--- config.mk ---
export PLATFORM = sky130hd
export DESIGN_NAME = instr_fetch_buffer
export DESIGN_NICKNAME = d
export VERILOG_FILES = /design/src/rtl/instr_fetch_buffer.sv
export SDC_FILE = /design/constraint.sdc
export NUM_CORES = 1
export LEC_CHECK = 0
export ABC_AREA = 1
export BUFFER_PORTS_ARGS = -buffer_cell sky130_fd_sc_hd__buf_2
export CORE_ASPECT_RATIO = 2
export CORE_MARGIN = 1.5
export CORE_UTILIZATION = 50
export CTS_CLUSTER_SIZE = 28
export DETAILED_ROUTE_END_ITERATION = 8
export GPL_TIMING_DRIVEN = 1
export PLACE_DENSITY = 0.73
export REMOVE_ABC_BUFFERS = 1
export SLEW_MARGIN = 20
export SYNTH_ARGS = -nofsm -noshare
export SYNTH_HDL_FRONTEND = slang
export SYNTH_SLANG_ARGS = --single-unit
--- constraint.sdc ---
create_clock -name clk -period 2.62 [get_ports clk]
set_input_delay 0.524 -clock clk [delete_from_list [all_inputs] [get_ports clk]]
set_output_delay 0.524 -clock clk [all_outputs]
set_load 0.005 [all_outputs]
--- src/rtl/instr_fetch_buffer.sv ---
// ---------------------------------------------------------------------------
// instr_fetch_buffer
//
// Two-entry instruction prefetch FIFO sitting between instruction memory and
// the decode stage. Words arriving from memory are queued in order; the head
// word is split into opcode/imm12 for decode. A flush (taken branch) discards
// everything queued, while a running count of accepted words is kept for
// performance monitoring.
//
// Ports:
//   clk          single clock, all state updates on its rising edge
//   reset        synchronous active-high reset
//   mem_data     16-bit instruction word from instruction memory
//   mem_valid    mem_data holds a valid instruction this cycle
//   fetch_ready  buffer can accept a word this cycle (occupancy < 2)
//   stall        decode cannot consume the head this cycle
//   flush        discard all buffered instructions
//   instr_valid  head entry holds a valid instruction
//   opcode       head instruction bits [15:12] (NOP_INSTR when empty)
//   imm12        head instruction bits [11:0]  (NOP_INSTR when empty)
//   fetch_count  number of accepted words, wraps at 16 bits
// ---------------------------------------------------------------------------
module instr_fetch_buffer #(
  parameter logic [15:0] NOP_INSTR = 16'h0000
) (
  input  logic        clk,
  input  logic        reset,
  input  logic [15:0] mem_data,
  input  logic        mem_valid,
  output logic        fetch_ready,
  input  logic        stall,
  input  logic        flush,
  output logic        instr_valid,
  output logic [3:0]  opcode,
  output logic [11:0] imm12,
  output logic [15:0] fetch_count
);

  logic [15:0] storage [2];
  logic [1:0]  occupancy;
  logic        wr_ptr;
  logic        rd_ptr;
  logic        push;
  logic        pop;
  logic [15:0] head;

  assign fetch_ready = (occupancy < 2'd2);
  assign instr_valid = (occupancy != 2'd0);

  // Flush blocks both sides of the edge; a full buffer never accepts, even
  // when the head is being consumed in the same cycle.
  assign push = mem_valid && fetch_ready && !flush;
  assign pop  = instr_valid && !stall && !flush;

  // The empty case shows NOP_INSTR so stale storage is never visible.
  assign head   = instr_valid ? storage[rd_ptr] : NOP_INSTR;
  assign opcode = head[15:12];
  assign imm12  = head[11:0];

  // Storage has no reset; its contents are masked by occupancy.
  always_ff @(posedge clk) begin
    if (!reset && push) begin
      storage[wr_ptr] <= mem_data;
    end
  end

  always_ff @(posedge clk) begin
    if (reset) begin
      occupancy <= 2'd0;
      wr_ptr    <= 1'b0;
      rd_ptr    <= 1'b0;
    end else if (flush) begin
      occupancy <= 2'd0;
      wr_ptr    <= 1'b0;
      rd_ptr    <= 1'b0;
    end else begin
      if (push) begin
        wr_ptr <= ~wr_ptr;
      end
      if (pop) begin
        rd_ptr <= ~rd_ptr;
      end
      // Simultaneous push and pop leaves occupancy unchanged.
      case ({push, pop})
        2'b10:   occupancy <= occupancy + 2'd1;
        2'b01:   occupancy <= occupancy - 2'd1;
        default: occupancy <= occupancy;
      endcase
    end
  end

  // The accepted-word count survives flushes; only reset clears it.
  always_ff @(posedge clk) begin
    if (reset) begin
      fetch_count <= 16'h0000;
    end else if (push) begin
      fetch_count <= fetch_count + 16'h0001;
    end
  end

endmodule

Yosys cells after proc, flatten, opt, wreduce, memory -nomap -nowiden --
Memories as Yosys holds them, arrays and structs flattened. A register that Yosys moved wholly into a read port is not among the register bits. Cells that the tools add are included.
Operators by class: magnitude comparators 1, equal/unequal tests 2, muxes and demuxes 6, reduce and logical (&&, ||, !) cells 11, bitwise gates (word level) 2, add/sub/neg operators 3
Operators with widths (number):
- adder 16 x 1 -> 16 bit (second input constant) | 1
- two-way mux 16 bit | 1
- logical AND 1 bit | 5
- two-way mux 1 bit | 4
- one-hot mux 2 bit (2 select lines) | 1
- nonzero test 2 bit | 2
- logical NOT 1 bit | 3
- adder 2 x 1 -> 2 bit (second input constant) | 1
- equality test 2 x 1 -> 1 bit (second input constant) | 1
- equality test 2 bit (second input constant) | 1
- less-than comparator 2 bit (second input constant) | 1
- inverter 1 bit | 2
- OR reduction 2 bit | 1
- subtractor 2 x 1 -> 2 bit (second input constant) | 1
Word-level totals: bits in writable memories 32, flip-flop bits (word level) 20, input port bits 21, memories kept 1
Memories:
- storage | depth 2, bits a word 16, rd ports 1, clocked after memory_dff 1, write ports 1, line 39 | logic [15:0] storage [2];

Depth between registers and ports, before layout --
Gate-level depths: netlist of run 1.
depth after elaboration 6, mapped depth 9, gate-level depth less buffers 9

Least setup slack after synthesis of run 1 --
No wires, ideal clock.
path kind in2reg, from input port flush, to memory storage[0][0], enable pin, data arrival time 1.871 ns, path slack 0.340 ns, buffers on the path 0, stages 3, cell sequence nor2_4 > nand2_4 > nor3_1
Between the ends: word-level cells in the longest chain between the ends 5
Ends and longest elaborated chain:
- start, declared | line 32 | input logic flush,
- logical NOT 1 bit | line 52 | assign push = mem_valid && fetch_ready && !flush;
- logical AND 1 bit | line 52
- logical AND 1 bit | line 62 | if (!reset && push) begin
- two-way mux 1 bit | line 62
- two-way mux 1 bit (not written as such) | line 63 | storage[wr_ptr] <= mem_data;
- end, declared | line 39
No other way between the ends.

Final worst setup path of run 1 --
from register occupancy[0], to output port imm12[10]
Between the ends: word-level cells in the longest chain between the ends 2
Ends and longest elaborated chain:
- start, declared | line 40 | logic [1:0] occupancy;
- start signal, assigned | line 85 | 2'b10: occupancy <= occupancy + 2'd1;
- start signal, assigned | line 86 | 2'b01: occupancy <= occupancy - 2'd1;
- start signal, assigned | line 87 | default: occupancy <= occupancy;
- nonzero test 2 bit | line 48 | assign instr_valid = (occupancy != 2'd0);
- two-way mux 16 bit | line 56 | assign head = instr_valid ? storage[rd_ptr] : NOP_INSTR;
- end, declared | line 35 | output logic [11:0] imm12,
No other way between the ends.

==> results of run 1 <==
-- sequential cells by signal, indices dropped and copies added, names as in the netlist, named ones only --
signal / flops
wr_ptr: 1
fetch_count: 16
storage: 32
rd_ptr: 1
occupancy: 2
-- how the worst min path moves through the flow --
| stage | cells past startpoint | end |
|---|---|---|
| after floorplan | 2 | flop |
| after global routing | 1 | storage[1][12]$_DFFE_PP_ |
| after global placement | 2 | flop |
| after detailed placement | 2 | rd_ptr$_SDFFE_PP0P_ |
| after CTS | 1 | storage[1][10]$_DFFE_PP_ |
| final | 1 | storage[1][10]$_DFFE_PP_ |
-- kinds of logic (layout without fill, tap and decap cells) --
| group | Yosys count | count (layout) |
|---|---|---|
| AND/OR/NAND/NOR | 116 | 116 |
| adder cells (fa/ha/maj) | 2 | 2 |
| AO/OA/AOI/OAI | 41 | 41 |
| buffers and inverters | 31 | 91 |
| flip-flops | 53 | 53 |
-- through the flow --
step	utilization [%]	instances
final	62.75	357
after global routing	62.75	357
after CTS	62.75	357
after detailed placement	60.29	349
after global placement	60.29	349
after floorplan	-	238
-- worst register-to-register path, delay by kind of cell (launching register included) --
kind,cells,cell delay (ns)
buf+inv,2,0.16
simple gates,2,0.20
fa+ha+maj,1,0.30
compound gates,4,0.44
flops,1,0.33
-- cells in the final DEF (no fill, tap or decap), drive strengths merged --
cell / n
clkbuf: 6
dfxtp: 21
nor2: 29
a31oi: 1
nor3: 6
nand3: 10
bufinv: 1
nand2: 67
inv: 25
o21ai: 10
a21oi: 30
clkinv: 2
edfxtp: 32
ha: 2
buf: 57
nand4: 4
-- layout make-up --
cell class | instances | area, sq um | share of cell area [%]
inverters | 26 | 97.59 | 3.585
clock buffers | 6 | 72.57 | 2.665
repair buffers | 57 | 292.8 | 10.75
clock inverters | 2 | 33.78 | 1.241
flip-flops and latches | 53 | 1381 | 50.74
multi-input cells | 159 | 777.0 | 28.54
well taps | 54 | 67.56 | 2.482
-- per-layer routing --
layer  share of wire (%)  vias to the layer above  GRT usage (%)
li1                    -                      919              -
met1                  37                      821          20.21
met2                  54                       58          35.83
met3                 5.8                       12          3.823
met4                 3.0                        0          10.40
met5                   0                        -              0
-- power groups by stage --
stage / Clock, mW / Combinational, mW / Sequential (mW)
after floorplan: 0 / 0.0370 / 0.921
after global placement: 0 / 0.0773 / 0.921
after detailed placement: 0 / 0.0795 / 0.921
after CTS: 0.549 / 0.0797 / 0.902
after global routing: 0.576 / 0.0892 / 0.904
final: 0.527 / 0.0783 / 0.902
-- synthesized netlist by cell type --
| library cell | n |
|---|---|
| nand2_1 | 63 |
| edfxtp_1 | 32 |
| a21oi_1 | 30 |
| inv_1 | 23 |
| nor2_1 | 23 |
| dfxtp_1 | 21 |
| o21ai_0 | 8 |
| nand3_1 | 7 |
| buf_2 | 5 |
| nor3_1 | 5 |
| nand4_1 | 4 |
| nor2_4 | 4 |
| nand2_2 | 3 |
| nand3_2 | 3 |
| ha_1 | 2 |
| inv_2 | 2 |
| nor2_2 | 2 |
| o21ai_1 | 2 |
| a31oi_1 | 1 |
| clkinv_1 | 1 |
| nand2_4 | 1 |
| nor3_2 | 1 |
==> reports/qor.txt, run 1 <==
die area - 0.004980 sq mm
sequential share of the synthesized area - 60.83%
crit path time final - 2.007 ns
hold_buf cts - 0
R2R depth - 9
CP bufs+invs - 3
H-tree Lvls - 2
#FFs+latches synth - 53
Clock Tree Buf Depth - 2
Total Wirelength - 4466 um
largest family of logic cells by synthesized area - simple AND/OR/NAND/NOR gates
worst skew pair latency - 0.30 ns
Psw - 298.7 uW
Netlist cell types - 22
critical path startpoint category - flop
Synth top area share - 42.31%
Mapped Area - 0.002271 sq mm
synthesized instance count - 243
Slowest-stage cell, CP - inv_1
RSZ-0062 raised after global routing - false
Crit path largest cell delay - 0.40 ns
HP Class - primary input to flop
antenna-violating nets left - 0
Filler cells - 389
routed len/inst - 12.51 um
Remaining DRCs - 0
clock sinks - 53
Hold Crit Start - mem_data[10]
Post-Synth Adder-Cell Area - 1.102%
Crit. path cell count - 5
switching fraction of total power - 19.81%
Std-Cell Rows - 34
Final Skew - 0.007655 ns
Worst EP required - 2.10 ns
dominant cells by area after synthesis - edfxtp_1 (42%), dfxtp_1 (19%), nand2_1 (10%)
CTS tree - built
final setup margin - 0.6129 ns
Resize count post-CTS - 0
Post-Place Setup Slack - 0.7968 ns
Iter 0 DRT Violations - 33
# IOs - 55
max_cap viols - 0
Worst slew margin - 65.33%
worst slew pin tran - 0.5195 ns
dpl cell area - 0.002616 sq mm
Slew Viols, Final - 0
area leader, netlist - edfxtp_1
first-pass GRT wire length - 7376 um
setup bufs post-CTS - 0
Fmax achieved - 0.4982 GHz
post-route design area - 0.002723 sq mm
reg2reg setup slack - 1.07 ns
number of global-route vias before repair - 1693
power per cell area - 553.7 mW/mm^2
Vias/cell - 5.070
CP top delay family - buffers and inverters
CP startpoint - occupancy[0]$_SDFFE_PP0P_
peak supply drop - 0.0005650 V
Lkg Pwr - 1.135 nW
Clk network pwr share - 35.0%
CTS Buf Count - 5
clock root buffer - clkbuf_8
Worst setup EP type - output pin
run status - finished clean
Setup TNS Final - 0 ns
DP HPWL - 3297 um
xor and xnor area share after synthesis - 0%
Synth Area in Simple Gates - 23.58%
DR vias - 1810
P_int - 1.209 mW
port bufs - 54
worst setup path end - imm12[10]
Flop pwr share - 59.8%
GRT overflow - 0
largest net degree at the start of global routing - 17
Die Width - 50.66 um
part of the cycle the worst path needs - 76.61%
crit path max fanout - 16
combinational power share - 5.2%
Compound-Gate Fraction of Synth Area - 9.091%
Diodes inserted - 0
initial antenna violation count - 0
CP most frequent cell - inv_1
core box area - 0.004339 sq mm
initial core utilization - 52.34%
Worst-path clk slew - 0.09 ns
crit-path cells - inv_1 > nand2_1 > inv_1 > a21oi_1 > buf_2
CP Class - flop to output pin
Avg Synthesized Cell Area - 9.345 sq um
die span in y - 98.31 um
Area Growth Syn to Fin - 19.89%
Worst R2R End - occupancy[1]$_SDFFE_PP0P_
Synth Warn # - 0
Hold Violations, Final - 0
nets - 325
routability cong. - 0.7849
gr usage total - 19.64%
Hold Worst Slack - 0.4030 ns
Setup Viol. Count Final - 0
worst path arrival time - 1.48 ns
Critical R2R Launch - occupancy[0]$_SDFFE_PP0P_
share of cells above drive strength 1 - 26.73%
TritonRoute pass-1 iters - 4
mux contribution to synthesized area - 0%
Tot Pwr - 1.507 mW
Note: power is estimated with default switching activity, not from simulation.
==> run 2, diff against run 1 <==
--- a/config.mk
+++ b/config.mk
@@ -5,11 +5,11 @@
 export SDC_FILE = /design/constraint.sdc
 export NUM_CORES = 1
 export LEC_CHECK = 0
-export ABC_AREA = 1
+export ABC_AREA = 0
 export BUFFER_PORTS_ARGS = -buffer_cell sky130_fd_sc_hd__buf_2
 export CORE_ASPECT_RATIO = 2
 export CORE_MARGIN = 1.5
-export CORE_UTILIZATION = 50
+export CORE_UTILIZATION = 47
 export CTS_CLUSTER_SIZE = 28
 export DETAILED_ROUTE_END_ITERATION = 8
 export GPL_TIMING_DRIVEN = 1
==> constraint.sdc (replaced) <==
create_clock -name clk -period 1.65 [get_ports clk]
set_input_delay 0.33 -clock clk [delete_from_list [all_inputs] [get_ports clk]]
set_output_delay 0.33 -clock clk [all_outputs]
set_load 0.005 [all_outputs]
==> reports/qor.txt, run 2 <==
worst path arrival time - 1.84 ns
dpl cell area - 0.002726 sq mm
Worst EP required - 1.88 ns
Worst slew margin - 77.37%
switching fraction of total power - 20.99%
# IOs - 55
share of cells above drive strength 1 - 42.37%
#FFs+latches synth - 53
peak supply drop - 0.0005944 V
Hold Violations, Final - 0
Vias/cell - 5.073
area of all sequential standard cells - 0.001386 sq mm
Filler cells - 369
Die Width - 51.09 um
Mapped Area - 0.002173 sq mm
Fmax achieved - 0.6215 GHz
port bufs - 54
core box area - 0.004382 sq mm
die area - 0.005066 sq mm
Worst R2R End - fetch_count[13]$_SDFFE_PP0P_
DR vias - 1603
number of global-route vias before repair - 1565
Post-synth EDFFs - 32
CTS Buf Count - 5
Avg Synthesized Cell Area - 12.49 sq um
die span in y - 99.17 um
power per cell area - 783.7 mW/mm^2
initial core utilization - 49.60%
nets - 284
worst skew pair latency - 0.30 ns
RSZ-0062 raised after global routing - true
initial antenna violation count - 0
Largest regs - storage: 32 flops, fetch_count: 16 flops, occupancy: 2 flops
combinational power share - 6.5%
Compound-Gate Fraction of Synth Area - 1.670%
antenna-violating nets left - 0
Iter 0 DRT Violations - 23
max_cap viols - 0
Diodes inserted - 0
worst slew pin tran - 0.3351 ns
Synth Area in Simple Gates - 16.00%
hold-critical path endpoint - storage[1][13]$_DFFE_PP_
commonest non-fill, non-tap cell in the layout - buf_2
routability cong. - 0.7965
Critical R2R Launch - fetch_count[9]$_SDFFE_PP0P_
GRT overflow - 0
Std-Cell Rows - 34
largest family of logic cells by synthesized area - simple AND/OR/NAND/NOR gates
Post-Synth Adder-Cell Area - 1.151%
hold_buf cts - 0
clock sinks - 53
dominant cells by area after synthesis - edfxtp_1 (44%), dfxtp_1 (19%), mux2i_1 (7.8%)
xor and xnor area share after synthesis - 6.448%
Tot Pwr - 2.271 mW
most frequent cells in the layout - buf_2 (54), edfxtp_1 (32), nor2_1 (31), buf_4 (28)
Most flops, register - storage
mux contribution to synthesized area - 8.348%
Setup Viol. Count Final - 0
max reg flops - 32
CP Class - flop to flop
synth cell count leaders - edfxtp_1 (32), nor2_1 (32), dfxtp_1 (21), mux2i_1 (17), xnor2_1 (10)
Synth async-reset ratio - 0%
largest net degree at the start of global routing - 18
CTS tree - built
Clock Tree Buf Depth - 2
Worst-path clk slew - 0.09 ns
Synth top area share - 44.21%
Clk network pwr share - 30.5%
Area Growth Syn to Fin - 33.33%
gr usage total - 17.92%
Worst setup EP type - flop
Lkg Pwr - 1.149 nW
synthesized instance count - 174
hold path depth - 1
routed len/inst - 13.54 um
part of the cycle the worst path needs - 97.51%
Final Skew - 0.005986 ns
sequential share of the synthesized area - 63.56%
H-tree Lvls - 2
TritonRoute pass-1 iters - 4
Hold Crit Start - mem_data[13]
Slew Viols, Final - 0
Psw - 476.7 uW
area of the multi-input gates - 774.5 sq um
area leader, netlist - edfxtp_1
crit path max fanout - 5
reg2reg setup slack - 0.04 ns
run status - finished clean
clock root buffer - clkbuf_8
HP Class - primary input to flop
crit path time final - 1.609 ns
Remaining DRCs - 0
first-pass GRT wire length - 6851 um
critical path startpoint category - flop
R2R depth - 4
Netlist cell types - 31
Synth Warn # - 0
Flop pwr share - 62.9%
Post-synth top flop - edfxtp_1
DP HPWL - 3109 um
post-route design area - 0.002898 sq mm
P_int - 1.794 mW
Total Wirelength - 4278 um
[run 2: changes by cell type in the layout (fill, tap and decap cells not counted), moves of 4 or more]
cell	before	now
nor3_1	3	8
nand2_1	63	5
xnor2_1	0	10
buf_4	3	28
xor2_1	0	6
o21ai_0	8	1
dfxtp_2	0	4
nor2_1	23	31
a21oi_1	30	3
inv_1	23	5
mux2i_1	0	17
dfxtp_1	21	17
[run 2: how the worst max path moves through the flow]
stage,cells past startpoint,slack (ns),endpoint,startpoint
floorplan,2,-0.84,storage[1][0]$_DFFE_PP_,occupancy[1]$_SDFFE_PP0P_
global placement,5,-0.05,fetch_count[8]$_SDFFE_PP0P_,flush
detailed placement,6,-0.08,fetch_count[11]$_SDFFE_PP0P_,flush
CTS,4,0.03,fetch_count[13]$_SDFFE_PP0P_,fetch_count[9]$_SDFFE_PP0P_
global route,4,-0.05,fetch_count[14]$_SDFFE_PP0P_,fetch_count[9]$_SDFFE_PP0P_
finish,4,0.04,fetch_count[13]$_SDFFE_PP0P_,fetch_count[9]$_SDFFE_PP0P_
[run 2: area by class of cell]
type | instances | share of cell area [%]
Multi-Input combinational cell | 109 | 26.73
Clock inverter | 2 | 0.5181
Clock buffer | 6 | 2.504
Timing Repair Buffer | 87 | 19.43
Sequential cell | 53 | 47.84
Tap cell | 54 | 2.332
Inverter | 5 | 0.6477
[run 2: routing by layer]
metal | vias to the layer above | track usage [%] | wire length (um)
met4 | 0 | 9.148 | 109
met2 | 60 | 34.47 | 2411
met5 | - | 0 | 0
met1 | 749 | 17.43 | 1533
met3 | 9 | 2.553 | 224
li1 | 785 | - | -
[run 2: metrics by stage]
stage          hold slack [ns]  setup WS, ns  util (%)  std cells  TNS (ns)
6_report                0.2131       0.04108     66.13        316         0
2_1_floorplan           0.3991       -0.8432         -        167    -25.29
3_3_place_gp            0.4729      -0.05227     62.22        303   -0.5501
4_1_cts                 0.2029       0.03235     64.65        312         0
3_5_place_dp            0.4851      -0.08457     62.22        303    -1.078
5_1_grt                 0.1981      -0.04636     66.13        316  -0.08491
[run 2: power groups by stage]
stage | Clock (mW) | Combinational [mW] | Sequential (mW)
after CTS | 0.722 | 0.148 | 1.43
after global routing | 0.755 | 0.165 | 1.43
after global placement | 0 | 0.137 | 1.46
after floorplan | 0 | 0.0484 | 1.46
after detailed placement | 0 | 0.142 | 1.46
final | 0.693 | 0.148 | 1.43
[run 2: logic make-up (layout without fill, tap and decap cells)]
family | after synthesis | count (layout)
muxes | 18 | 18
AOI/OAI and AO/OA | 6 | 6
xor gates and xnor gates | 16 | 16
DFF | 53 | 53
buffers and inverters | 12 | 100
and+or+nand+nor | 67 | 67
adders and majority gates | 2 | 2
[run 2: timing repair]
item                       4_1_cts  5_1_grt
pin swaps                        0        8
setup endpoints to repair       16        9
buffers inserted                 0        4
cloned                           1        0
resized for setup                4       10
[run 2: critical path: stages (launching register included)]
cell,delay (ns)
dfxtp_2,0.34
nand4_1,0.12
or3_4,0.44
or4b_1,0.51
a21oi_1,0.13
